$ cat src/rtl/serdes_link_ctrl_pkg.sv
// Shared types and constants for the SerDes link controller.
package serdes_ctrl_pkg;

    // Link FSM states; the encoding is visible on the state output.
    typedef enum logic [2:0] {
        IDLE    = 3'd0,
        PWRUP   = 3'd1,
        TRAIN   = 3'd2,
        LINK_UP = 3'd3
    } link_state_e;

    // Training / idle-fill comma character.
    localparam logic [9:0] COMMA = 10'b0011111010;

    // Default parameter values.
    localparam int unsigned DEF_WIDTH         = 10;
    localparam int unsigned DEF_PWRUP_CYCLES  = 16;
    localparam int unsigned DEF_LOCK_COUNT    = 4;
    localparam int unsigned DEF_LOSS_COUNT    = 3;
    localparam int unsigned DEF_TRAIN_TIMEOUT = 64;

endpackage : serdes_ctrl_pkg

$ cat src/rtl/serdes_link_ctrl_consec_counter.sv
// Saturating consecutive-event counter: reached_o is high once N hits have
// been seen back to back with no intervening clear.
module serdes_consec_counter #(
    parameter int unsigned N = 4
) (
    input  logic clk_i,
    input  logic rst_ni,
    input  logic hit_i,
    input  logic clear_i,
    output logic reached_o
);

    localparam int unsigned        CW   = $clog2(N + 1);
    localparam logic [CW-1:0]      CMAX = CW'(N);

    logic [CW-1:0] cnt_q, cnt_d;

    // Next count: clear has priority, increments stop at N.
    always_comb begin
        cnt_d = cnt_q;
        if (clear_i) begin
            cnt_d = '0;
        end else if (hit_i && (cnt_q != CMAX)) begin
            cnt_d = cnt_q + 1'b1;
        end
    end

    // Count register.
    always_ff @(posedge clk_i or negedge rst_ni) begin
        if (!rst_ni) begin
            cnt_q <= '0;
        end else begin
            cnt_q <= cnt_d;
        end
    end

    assign reached_o = (cnt_q == CMAX);

endmodule : serdes_consec_counter

$ cat src/rtl/serdes_link_ctrl.sv
// SerDes link controller: power-up settle, comma training with timeout,
// and a simple parallel datapath once the link is up.
module serdes_link_ctrl
    import serdes_ctrl_pkg::*;
#(
    parameter int unsigned WIDTH         = DEF_WIDTH,
    parameter int unsigned PWRUP_CYCLES  = DEF_PWRUP_CYCLES,
    parameter int unsigned LOCK_COUNT    = DEF_LOCK_COUNT,
    parameter int unsigned LOSS_COUNT    = DEF_LOSS_COUNT,
    parameter int unsigned TRAIN_TIMEOUT = DEF_TRAIN_TIMEOUT
) (
    input  logic             parallel_clk,
    input  logic             serdes_reset,
    input  logic             enable,
    input  logic [WIDTH-1:0] tx_data,
    input  logic             tx_valid,
    output logic             tx_ready,
    output logic [WIDTH-1:0] Tx0,
    input  logic [WIDTH-1:0] Rx0,
    input  logic             rx_los,
    output logic [WIDTH-1:0] rx_data,
    output logic             rx_valid,
    output logic             link_up,
    output logic             train_fail,
    output logic [7:0]       fail_cnt,
    output logic [2:0]       state
);

    localparam int unsigned      PW_W    = $clog2(PWRUP_CYCLES + 1);
    localparam int unsigned      TO_W    = $clog2(TRAIN_TIMEOUT + 1);
    localparam logic [PW_W-1:0]  PW_LAST = PW_W'(PWRUP_CYCLES - 1);
    localparam logic [TO_W-1:0]  TO_LAST = TO_W'(TRAIN_TIMEOUT - 1);
    localparam logic [WIDTH-1:0] COMMA_W = WIDTH'(COMMA);

    link_state_e      state_q, state_d;
    logic [PW_W-1:0]  pwr_cnt_q, pwr_cnt_d;
    logic [TO_W-1:0]  timer_q, timer_d;
    logic [WIDTH-1:0] tx_q, tx_d;
    logic [WIDTH-1:0] rx_data_q, rx_data_d;
    logic             rx_valid_q, rx_valid_d;
    logic             train_fail_q, train_fail_d;
    logic [7:0]       fail_cnt_q, fail_cnt_d;
    logic             in_train, in_link, rx_is_comma;
    logic             lock, loss, timeout;

    assign in_train    = (state_q == TRAIN);
    assign in_link     = (state_q == LINK_UP);
    assign rx_is_comma = (Rx0 == COMMA_W);

    serdes_consec_counter #(.N(LOCK_COUNT)) u_lock_cnt (
        .clk_i     (parallel_clk),
        .rst_ni    (serdes_reset),
        .hit_i     (in_train && rx_is_comma),
        .clear_i   (!in_train || !rx_is_comma),
        .reached_o (lock)
    );

    serdes_consec_counter #(.N(LOSS_COUNT)) u_loss_cnt (
        .clk_i     (parallel_clk),
        .rst_ni    (serdes_reset),
        .hit_i     (in_link && rx_los),
        .clear_i   (!in_link || !rx_los),
        .reached_o (loss)
    );

    // Next-state logic; disable overrides everything, lock beats timeout.
    always_comb begin
        state_d = state_q;
        timeout = 1'b0;
        if (!enable) begin
            state_d = IDLE;
        end else begin
            case (state_q)
                IDLE:    state_d = PWRUP;
                PWRUP:   if (pwr_cnt_q == PW_LAST) state_d = TRAIN;
                TRAIN: begin
                    if (lock) begin
                        state_d = LINK_UP;
                    end else if (timer_q == TO_LAST) begin
                        state_d = PWRUP;
                        timeout = 1'b1;
                    end
                end
                LINK_UP: if (loss) state_d = TRAIN;
                default: state_d = IDLE;
            endcase
        end
    end

    // Counters, transmit word selection, receive capture and failure tracking.
    always_comb begin
        pwr_cnt_d = in_train ? '0 : ((state_q == PWRUP) ? pwr_cnt_q + 1'b1 : '0);
        timer_d   = in_train ? timer_q + 1'b1 : '0;
        // Tx0 follows the state being entered so it is already correct on arrival.
        case (state_d)
            LINK_UP: tx_d = (in_link && tx_valid) ? tx_data : COMMA_W;
            TRAIN:   tx_d = COMMA_W;
            default: tx_d = '0;
        endcase
        rx_data_d    = in_link ? Rx0 : '0;
        rx_valid_d   = in_link && (state_d == LINK_UP) && !rx_is_comma;
        train_fail_d = timeout;
        fail_cnt_d   = (timeout && (fail_cnt_q != 8'hFF)) ? fail_cnt_q + 8'd1 : fail_cnt_q;
    end

    // State and datapath registers.
    always_ff @(posedge parallel_clk or negedge serdes_reset) begin
        if (!serdes_reset) begin
            state_q      <= IDLE;
            pwr_cnt_q    <= '0;
            timer_q      <= '0;
            tx_q         <= '0;
            rx_data_q    <= '0;
            rx_valid_q   <= 1'b0;
            train_fail_q <= 1'b0;
            fail_cnt_q   <= '0;
        end else begin
            state_q      <= state_d;
            pwr_cnt_q    <= pwr_cnt_d;
            timer_q      <= timer_d;
            tx_q         <= tx_d;
            rx_data_q    <= rx_data_d;
            rx_valid_q   <= rx_valid_d;
            train_fail_q <= train_fail_d;
            fail_cnt_q   <= fail_cnt_d;
        end
    end

    assign state      = state_q;
    assign link_up    = in_link;
    assign tx_ready   = in_link;
    assign Tx0        = tx_q;
    assign rx_data    = rx_data_q;
    assign rx_valid   = rx_valid_q;
    assign train_fail = train_fail_q;
    assign fail_cnt   = fail_cnt_q;

endmodule : serdes_link_ctrl

$ cat config.mk
export PLATFORM = sky130hd
export DESIGN_NAME = serdes_link_ctrl
export DESIGN_NICKNAME = d
export VERILOG_FILES = /design/src/rtl/serdes_link_ctrl_pkg.sv /design/src/rtl/serdes_link_ctrl_consec_counter.sv /design/src/rtl/serdes_link_ctrl.sv
export SDC_FILE = /design/constraint.sdc
export NUM_CORES = 1
export LEC_CHECK = 0
export BUFFER_PORTS_ARGS = -buffer_cell sky130_fd_sc_hd__buf_2
export CORE_AREA = 3 3 82 84
export DETAILED_ROUTE_END_ITERATION = 8
export DIE_AREA = 0 0 85 87
export HOLD_SLACK_MARGIN = 0.03
export PLACE_DENSITY = 0.71
export SETUP_SLACK_MARGIN = 0.4
export SLEW_MARGIN = 20
export SYNTH_ARGS = -nofsm -noshare
export SYNTH_HDL_FRONTEND = slang
export SYNTH_SLANG_ARGS = --single-unit
$ cat constraint.sdc
create_clock -name parallel_clk -period 1.9 [get_ports parallel_clk]
set_clock_uncertainty 0.05 [all_clocks]
set_input_delay 0 -clock parallel_clk [delete_from_list [all_inputs] [get_ports parallel_clk]]
set_output_delay 0 -clock parallel_clk [all_outputs]
set_load 0.01 [all_outputs]
Word-level counts from Yosys, hierarchy flattened --
Index checks and enable logic that the tools add are counted.
Word-level totals: register bits after elaboration 50, bits of input ports 25, output and inout bits 35
Operators by class: add/sub/neg operators 5, equality and inequality tests 13, mux-type cells 20, reduce and logical (&&, ||, !) cells 17
Operator list (count):
- 2-to-1 mux 3 bit | 7
- 2-to-1 mux 10 bit | 2
- case mux 10 bit (2 select lines) | 1
- equality test 3 x 2 -> 1 bit (second input constant) | 4
- case mux 3 bit (4 select lines) | 1
- equality test 10 x 8 -> 1 bit (second input constant) | 1
- 2-to-1 mux 5 bit | 2
- adder 8 x 1 -> 8 bit (second input constant) | 1
- logical AND 1 bit | 8
- != test 8 bit (second input constant) | 1
- adder 7 x 1 -> 7 bit (second input constant) | 1
- equality test 7 x 6 -> 1 bit (second input constant) | 1
- 2-to-1 mux 7 bit | 1
- adder 5 x 1 -> 5 bit (second input constant) | 1
- equality test 5 x 4 -> 1 bit (second input constant) | 1
- zero test 1 bit | 4
- 2-to-1 mux 1 bit | 4
- 2-to-1 mux 2 bit | 2
- nonzero test 2 bit | 2
- adder 3 x 1 -> 3 bit (second input constant) | 1
- equality test 3 x 1 -> 1 bit (second input constant) | 1
- equality test 3 bit (second input constant) | 1
- zero test 3 bit | 1
- != test 3 bit (second input constant) | 1
- 4 further kinds | 5

Depth between registers and ports, before layout --
Gate-level depths: netlist of run 1.
depth after elaboration 8, gate-level depth with buffers 7, mapped depth without buffers 7

Hierarchy --
Synthesis of run 1 repeated with hierarchy kept, for this count alone.
Unflattened totals: cells, all modules 184, area total of the unflattened synthesis 2174.6 um2
By module, submodules not included:
- serdes_link_ctrl | times used 1, cells each 156, area each 1853.0 um2
- serdes_consec_counter at u_lock_cnt | times used 1, cells each 18, area each 197.7 um2
- serdes_consec_counter at u_loss_cnt | times used 1, cells each 10, area each 123.9 um2

Least setup slack after synthesis of run 1 --
No wires, ideal clock.
path type reg2reg, start register timer_q[0], end register fail_cnt_q[6] (netlist: fail_cnt[6]), arrival 1.743 ns, slack -0.020 ns, cell stages (with the launch flop) 7, path buffers 1, cell sequence dfrtp_1 > ha_1 > nand2_1 > or3_1 > buf_6 > nor4b_4 > mux2_1
On the way: word-level cells in the longest chain between the ends 6
Ends and longest elaborated chain:
- from (decl) | RTL line serdes_link_ctrl.sv:37 | logic [TO_W-1:0] timer_q, timer_d;
- from (signal assigned) | RTL line serdes_link_ctrl.sv:120 | timer_q <= timer_d;
- equality test 7 x 6 -> 1 bit | RTL line serdes_link_ctrl.sv:79 | end else if (timer_q == TO_LAST) begin
- 2-to-1 mux 1 bit | RTL line serdes_link_ctrl.sv:79
- 2-to-1 mux 1 bit | RTL line serdes_link_ctrl.sv:77 | if (lock) begin
- 2-to-1 mux 1 bit | RTL line serdes_link_ctrl.sv:73 | case (state_q)
- 2-to-1 mux 1 bit | RTL line serdes_link_ctrl.sv:70 | if (!enable) begin
- logical AND 1 bit | RTL line serdes_link_ctrl.sv:103 | fail_cnt_d = (timeout && (fail_cnt_q != 8'hFF)) ? fail_cnt_q + 8'd1 : fail_cnt_q;
- to (signal assigned) | RTL line serdes_link_ctrl.sv:125 | fail_cnt_q <= fail_cnt_d;
- to (decl) | RTL line serdes_link_ctrl.sv:42 | logic [7:0] fail_cnt_q, fail_cnt_d;
No other way between the ends. A chain may end at the register's enable or synchronous reset.

Worst setup path after layout of run 1 --
start register pwr_cnt_q[0], end register tx_q[6] (netlist: Tx0[6])
On the way: word-level cells in the longest chain between the ends 6, elaborated cells between the ends (all ways) 7
Ends and longest elaborated chain:
- from (decl) | RTL line serdes_link_ctrl.sv:36 | logic [PW_W-1:0] pwr_cnt_q, pwr_cnt_d;
- from (signal assigned) | RTL line serdes_link_ctrl.sv:119 | pwr_cnt_q <= pwr_cnt_d;
- equality test 5 x 4 -> 1 bit * | RTL line serdes_link_ctrl.sv:75 | PWRUP: if (pwr_cnt_q == PW_LAST) state_d = TRAIN;
- 2-to-1 mux 3 bit * | RTL line serdes_link_ctrl.sv:75
- case mux 3 bit (4 select lines) * | RTL line serdes_link_ctrl.sv:73
- 2-to-1 mux 3 bit * | RTL line serdes_link_ctrl.sv:70
- equality test 3 x 2 -> 1 bit | RTL line serdes_link_ctrl.sv:95 | case (state_d)
- case mux 10 bit (2 select lines) * | RTL line serdes_link_ctrl.sv:95
- via tx_d[6] | RTL line serdes_link_ctrl.sv:38 | logic [WIDTH-1:0] tx_q, tx_d;
- to (signal assigned) | RTL line serdes_link_ctrl.sv:121 | tx_q <= tx_d;
- to (decl) | RTL line serdes_link_ctrl.sv:38
The timed path passes the listed nets; every way through them passes the cells marked *.

==> flow_metrics.py, run 1 <==
metrics = {
    "outcome": {
        "status": "finished clean",
    },
    "logic_synthesis": {
        "synth_area_leader_cell": "dfrtp_1",
        "yosys_warnings": 0,
        "synth-edff-count": 0,
        "synthTopCellsByCount": "dfrtp_1 (50), nor2_1 (23), and2_1 (13)",
        "syn_area_per_cell_um2": 11.7,
        "synth.net_count": 221,
        "yosysTopAreaCellShare_pct": 56.7,
        "synth_area_leaders": "dfrtp_1 (57%), ha_1 (4.0%), xor2_1 (4.0%), nor2_1 (3.9%), and2_1 (3.7%)",
        "synthDistinctLibCells": 46,
        "ys_async_sr_fraction_pct": 100,
        "syn_area_um2": 2210,
        "synth_most_common_cell": "dfrtp_1",
        "ys.flop_type": "dfrtp_1",
        "yosysSeqAreaShare_pct": 56.7,
        "syn-instance-count": 189,
        "yosys_register_bits": 50,
    },
    "global_routing": {
        "overflow": 0,
        "grt_pass1_wl_mm": 8.72,
        "grt_max_degree": 51,
        "grt_use_total_pct": 14.7,
        "grt_pass1_vias": 1900,
        "antenna_found_initial": 0,
    },
    "setup_path": {
        "crit_family": "compound AO/OA/AOI/OAI gates",
        "cp.arrival_ps": 1970,
        "start_kind": "register",
        "reg2reg_slack_ps": 80,
        "cp_max_fo": 6,
        "required_ps": 2050,
        "cp_slowest_stage_delay_ps": 400,
        "cpMaxStageDelayCell": "dfrtp_1",
        "path_cells": "ha_2 -> and3_4 -> ha_4 -> a21o_1 -> o31ai_4 -> o311ai_2 -> buf_4 -> o21a_1",
        "path_class": "reg -> reg",
        "end_kind": "register",
        "crit_buf_inv": 1,
        "reg2reg_depth": 8,
        "crit-reg2reg-launch": "pwr_cnt_q[0]",
        "timing.rr.end": "Tx0[6]",
    },
    "pwr": {
        "p_sw_mw": 0.402,
        "seq_power_share_pct": 58.4,
        "p_leak_nw": 1.70,
        "p_clk_share_pct": 34.9,
        "power_density_nw_per_um2": 543,
        "irDropWorstVdd_mv": 0.396,
        "pwr-share-comb_pct": 6.7,
        "swShare_pct": 21.9,
        "p_int_mw": 1.43,
    },
    "clock_network": {
        "cts_root_buf": "clkbuf_8",
        "cts_tree": "done",
        "numCtsBuffers": 5,
        "clk_pin_slew_ps": 90,
        "clk_path_buf_depth": 2,
        "clock_sinks": 50,
        "clk_latency_ps": 300,
        "htreeDepth": 2,
    },
    "timing": {
        "fin_hold_ws_ps": 169,
        "grt_setup_unrepaired": "yes",
        "fmax_mhz": 549,
        "setup_viol": 0,
        "period_minus_slack_ps": 1820,
        "hold_violations": 0,
        "slew_viol_final": 0,
        "fin_crit_sh_pct": 95.8,
    },
    "routing": {
        "drtPass1Iterations": 4,
        "wl_mm": 5.22,
        "num_vias": 1838,
        "initialDrtViolationCount": 51,
        "ant_nets": 0,
        "via_per_inst": 4.81,
        "routedWlPerCell_um": 13.7,
        "drcViolationCount": 0,
    },
    "finish": {
        "fin_util_pct": 56.2,
        "regArea_um2": 1250,
        "nNetsFinal": 338,
        "final_cell_area_um2": 3370,
        "area_growth_pct": 52.6,
        "multiInputGateArea_um2": 1060,
        "n_antenna_cell": 0,
        "drive_above_1_share_pct": 43.3,
        "fillers": 485,
    },
    "placed_design": {
        "dp_hpwl_mm": 3.46,
        "io_buffers": 59,
        "placed_cell_area_um2": 2750,
        "routabilityCongestion": 0.750,
    },
    "floorplanning": {
        "start_util_pct": 36.9,
        "dieArea_um2": 7400,
        "num_rows": 28,
        "die_h_um": 87,
        "dieWidth_um": 85,
        "ios": 60,
        "core_um2": 5990,
    },
    "flow_run": {
        "cap_violations": 0,
    },
    "hold_path": {
        "holdCritPathClass": "in -> async",
    },
}
## worst min-delay path, cell delays in order
cell	delay, ps
dlygate4sd3_1	530
buf_2	130
buf_12	260
## cells in the final DEF, fill, tap and decap left out, types with 3 or more instances in the layout
cell / Yosys / final
clkbuf_8: 0 / 6
nor2_2: 0 / 3
ha_1: 7 / 4
xnor2_1: 3 / 3
and2_1: 13 / 13
buf_2: 2 / 57
nand2_1: 7 / 5
xor2_1: 10 / 10
buf_6: 1 / 8
inv_1: 8 / 7
nor4_4: 1 / 3
nand3_1: 12 / 12
buf_4: 1 / 25
a21oi_1: 3 / 3
dfrtp_1: 50 / 49
o21a_1: 6 / 6
dlygate4sd3_1: 0 / 24
nor2_1: 23 / 19
## layout make-up
class | count | area share (%)
clock buffers | 6 | 2.45
clock inverters | 2 | 0.371
inverters | 8 | 0.891
multi-input cells | 125 | 31.5
flip-flops and latches | 50 | 37.2
well taps | 75 | 2.78
repair buffers | 116 | 24.9
## kinds of logic after synthesis
family / share of synthesized area [%]
AND/OR/NAND/NOR: 22.8
flip-flops: 56.7
AO/OA/AOI/OAI: 6.74
buffers and inverters: 3.00
XOR/XNOR: 5.16
adder cells (fa/ha/maj): 3.97
multiplexers: 1.47
other: 0.170
## routing by layer
metal / global-route usage, % / up-vias / wire [µm]
li1: - / 880 / -
met1: 16.9 / 897 / 2240
met2: 26.8 / 54 / 2580
met3: 4.54 / 7 / 348
met4: 3.45 / 0 / 51
met5: 0 / - / 0
## sequential cells by signal (all words and copies together) (netlist names)
register,count
train_fail,1
timer_q,7
state,3
Tx0,10
fail_cnt,8
rx_valid,1
rx_data,10
u_lock_cnt.cnt_q,3
u_loss_cnt.cnt_q,2
pwr_cnt_q,5
## worst max path at each step
stage	from	to	cells past startpoint	slack (ps)
3_5_place_dp	timer_q[1]	fail_cnt[6]	5	-60
2_1_floorplan	timer_q[0]	fail_cnt[6]	6	80
3_3_place_gp	timer_q[1]	fail_cnt[6]	5	-10
5_1_grt	pwr_cnt_q[1]	Tx0[4]	8	30
4_1_cts	state[2]	Tx0[6]	5	70
6_report	pwr_cnt_q[0]	Tx0[6]	8	80
## power groups by stage
stage	clock network, mW	logic [mW]	registers, mW
after floorplan	0	0.00701	1.09
after global placement	0	0.0743	1.09
after detailed placement	0	0.0745	1.09
after CTS	0.674	0.119	1.07
after global routing	0.711	0.136	1.07
final	0.638	0.123	1.07
## metrics by stage
| stage | worst slack, ps | TNS [ps] | total power, mW | cells |
|---|---|---|---|---|
| 3_5_place_dp | -56.8 | -56.8 | 1.16 | 332 |
| 5_1_grt | 26.5 | 0 | 1.92 | 382 |
| 4_1_cts | 69.5 | 0 | 1.86 | 377 |
| 2_1_floorplan | 79.2 | 0 | 1.10 | 189 |
| 6_report | 79.5 | 0 | 1.83 | 382 |
| 3_3_place_gp | -14.2 | -14.2 | 1.16 | 332 |
## repair_timing
| item | 4_1_cts | 5_1_grt |
|---|---|---|
| pin swaps | 15 | 10 |
| setup buffers | 13 | 5 |
| hold endpoints to repair | 77 | 0 |
| endpoints found under the setup margin | 25 | 38 |
| hold buffers | 24 | 0 |
| resized for setup | 23 | 10 |
(Power assumes the default switching activity.)
==> run 2: changes to the inputs <==
--- a/config.mk
+++ b/config.mk
@@ -6,9 +6,11 @@
 export NUM_CORES = 1
 export LEC_CHECK = 0
 export BUFFER_PORTS_ARGS = -buffer_cell sky130_fd_sc_hd__buf_2
-export CORE_AREA = 3 3 82 84
+export CORE_AREA = 8 8 87 89
+export CTS_BUF_LIST = sky130_fd_sc_hd__clkbuf_2 sky130_fd_sc_hd__clkbuf_4 sky130_fd_sc_hd__clkbuf_8
+export CTS_CLUSTER_SIZE = 12
 export DETAILED_ROUTE_END_ITERATION = 8
-export DIE_AREA = 0 0 85 87
+export DIE_AREA = 0 0 95 97
 export HOLD_SLACK_MARGIN = 0.03
 export PLACE_DENSITY = 0.71
 export SETUP_SLACK_MARGIN = 0.4
==> run 2 against run 1 <==
Combinational power decreased by 11%. Setup slack better by 33 ps. Register-to-register slack gained 30 ps. Sequential cell count is the same. Clock power increased by 18%. Critical endpoint is now Tx0[1]. Final area is 0.52% lower. Sequential power barely moved. Largest cell class unchanged. Cell count is 0.52% higher. Wire length rose by 7.1%.
==> flow_metrics.py, run 2 (same netlist as run 1, synthesis figures left out) <==
metrics = {
    "outcome": {
        "status": "finished clean",
    },
    "global_routing": {
        "grt_pass1_vias": 1951,
        "antenna_found_initial": 0,
        "overflow": 0,
        "grt_max_degree": 35,
        "grt_use_total_pct": 12.9,
        "grt_pass1_wl_mm": 9.43,
    },
    "clock_network": {
        "cts_root_buf": "clkbuf_8",
        "numCtsBuffers": 5,
        "clk_latency_ps": 300,
        "clock_sinks": 50,
        "cts_tree": "done",
        "htreeDepth": 2,
        "clk_path_buf_depth": 2,
        "clk_pin_slew_ps": 90,
    },
    "timing": {
        "hold_violations": 0,
        "fin_hold_ws_ps": 250,
        "relSlewSlack_pct": 49.1,
        "slew_viol_final": 0,
        "fmax_mhz": 559,
        "setup_viol": 0,
        "worst_pin_slew_ps": 764,
        "setup_ws_ps": 112,
        "period_minus_slack_ps": 1790,
        "grt_setup_unrepaired": "yes",
        "fin_crit_sh_pct": 94.1,
    },
    "setup_path": {
        "path_class": "reg -> reg",
        "worst-path-stages": 8,
        "timing.rr.end": "Tx0[1]",
        "required_ps": 2050,
        "crit_family": "compound AO/OA/AOI/OAI gates",
        "cpMaxStageDelayCell": "dfrtp_1",
        "cp.arrival_ps": 1940,
        "reg2reg_depth": 8,
        "end_kind": "register",
        "path_cells": "ha_2 -> and3_4 -> ha_4 -> a21o_1 -> o31ai_4 -> o311ai_2 -> buf_4 -> o21a_1",
        "cp_slowest_stage_delay_ps": 390,
        "start_kind": "register",
        "crit_buf_inv": 1,
        "startpoint": "pwr_cnt_q[0]",
        "cp_max_fo": 6,
        "crit-reg2reg-launch": "pwr_cnt_q[0]",
        "reg2reg_slack_ps": 110,
    },
    "routing": {
        "via_per_inst": 4.80,
        "wl_mm": 5.59,
        "ant_nets": 0,
        "drtPass1Iterations": 4,
        "initialDrtViolationCount": 51,
        "num_vias": 1842,
        "routedWlPerCell_um": 14.5,
        "drcViolationCount": 0,
    },
    "floorplanning": {
        "core_um2": 6200,
        "dieArea_um2": 9220,
        "dieWidth_um": 95,
        "die_h_um": 97,
        "num_rows": 29,
        "ios": 60,
        "start_util_pct": 35.6,
    },
    "finish": {
        "final_cell_area_um2": 3350,
        "drive_above_1_share_pct": 42.7,
        "n_antenna_cell": 0,
        "area_growth_pct": 51.8,
        "nNetsFinal": 338,
        "layout_common_cells": "buf_2 (59), dfrtp_1 (49), buf_4 (29)",
        "final_common_cell": "buf_2",
        "fillers": 526,
    },
    "pwr": {
        "finalPower_mw": 1.93,
        "power_density_nw_per_um2": 577,
        "p_leak_nw": 1.71,
        "irDropWorstVdd_mv": 0.315,
    },
    "hold_path": {
        "holdCritPathClass": "in -> async",
    },
    "placed_design": {
        "io_buffers": 59,
        "dp_hpwl_mm": 3.78,
        "routabilityCongestion": 0.782,
        "place_ws_ps": -32.9,
        "placed_cell_area_um2": 2760,
    },
    "flow_run": {
        "cap_violations": 0,
    },
}
run 2: worst max path at each step:
stage	endpoint
final	Tx0[1]
after global routing	Tx0[5]
after CTS	Tx0[6]
after detailed placement	fail_cnt[7]
after global placement	fail_cnt[7]
after floorplan	fail_cnt[6]
run 2: layout make-up:
type | instances | area [µm²] | area share [%]
clock buffers | 6 | 76.3 | 2.28
clock inverters | 2 | 37.5 | 1.12
inverters | 8 | 30.0 | 0.896
multi-input cells | 125 | 1050 | 31.4
flip-flops and latches | 50 | 1250 | 37.4
well taps | 77 | 96.3 | 2.87
repair buffers | 116 | 806 | 24.0
run 2: through the flow:
step | utilization (%) | setup TNS (ps) | std cells
floorplan | - | 0 | 189
global placement | 44.5 | 0 | 337
detailed placement | 44.5 | -42.3 | 337
CTS | 53.2 | 0 | 379
global route | 54.0 | 0 | 384
finish | 54.0 | 0 | 384
run 2: per-layer routing:
metal  vias up  track usage [%]  routed length (µm)
li1        882                -                   -
met1       914             14.5                2200
met2        39             22.5                3020
met3         7             3.86                 293
met4         0             3.73                  78
met5         -                0                   0
run 2: report_power, final:
part	leakage, nW	internal [mW]	total (mW)	switching [mW]
clock	0.0548	0.407	0.754	0.346
sequential	0.694	1.07	1.07	0.00206
combinational	0.963	0.0615	0.110	0.0488
run 2: repair_timing:
item                                   4_1_cts  5_1_grt
endpoints found under the hold margin       59        0
pin swaps                                   19        9
setup buffers                               10        5
setup endpoints to repair                   24       25
hold buffers                                24        0
resized for setup                           22        5
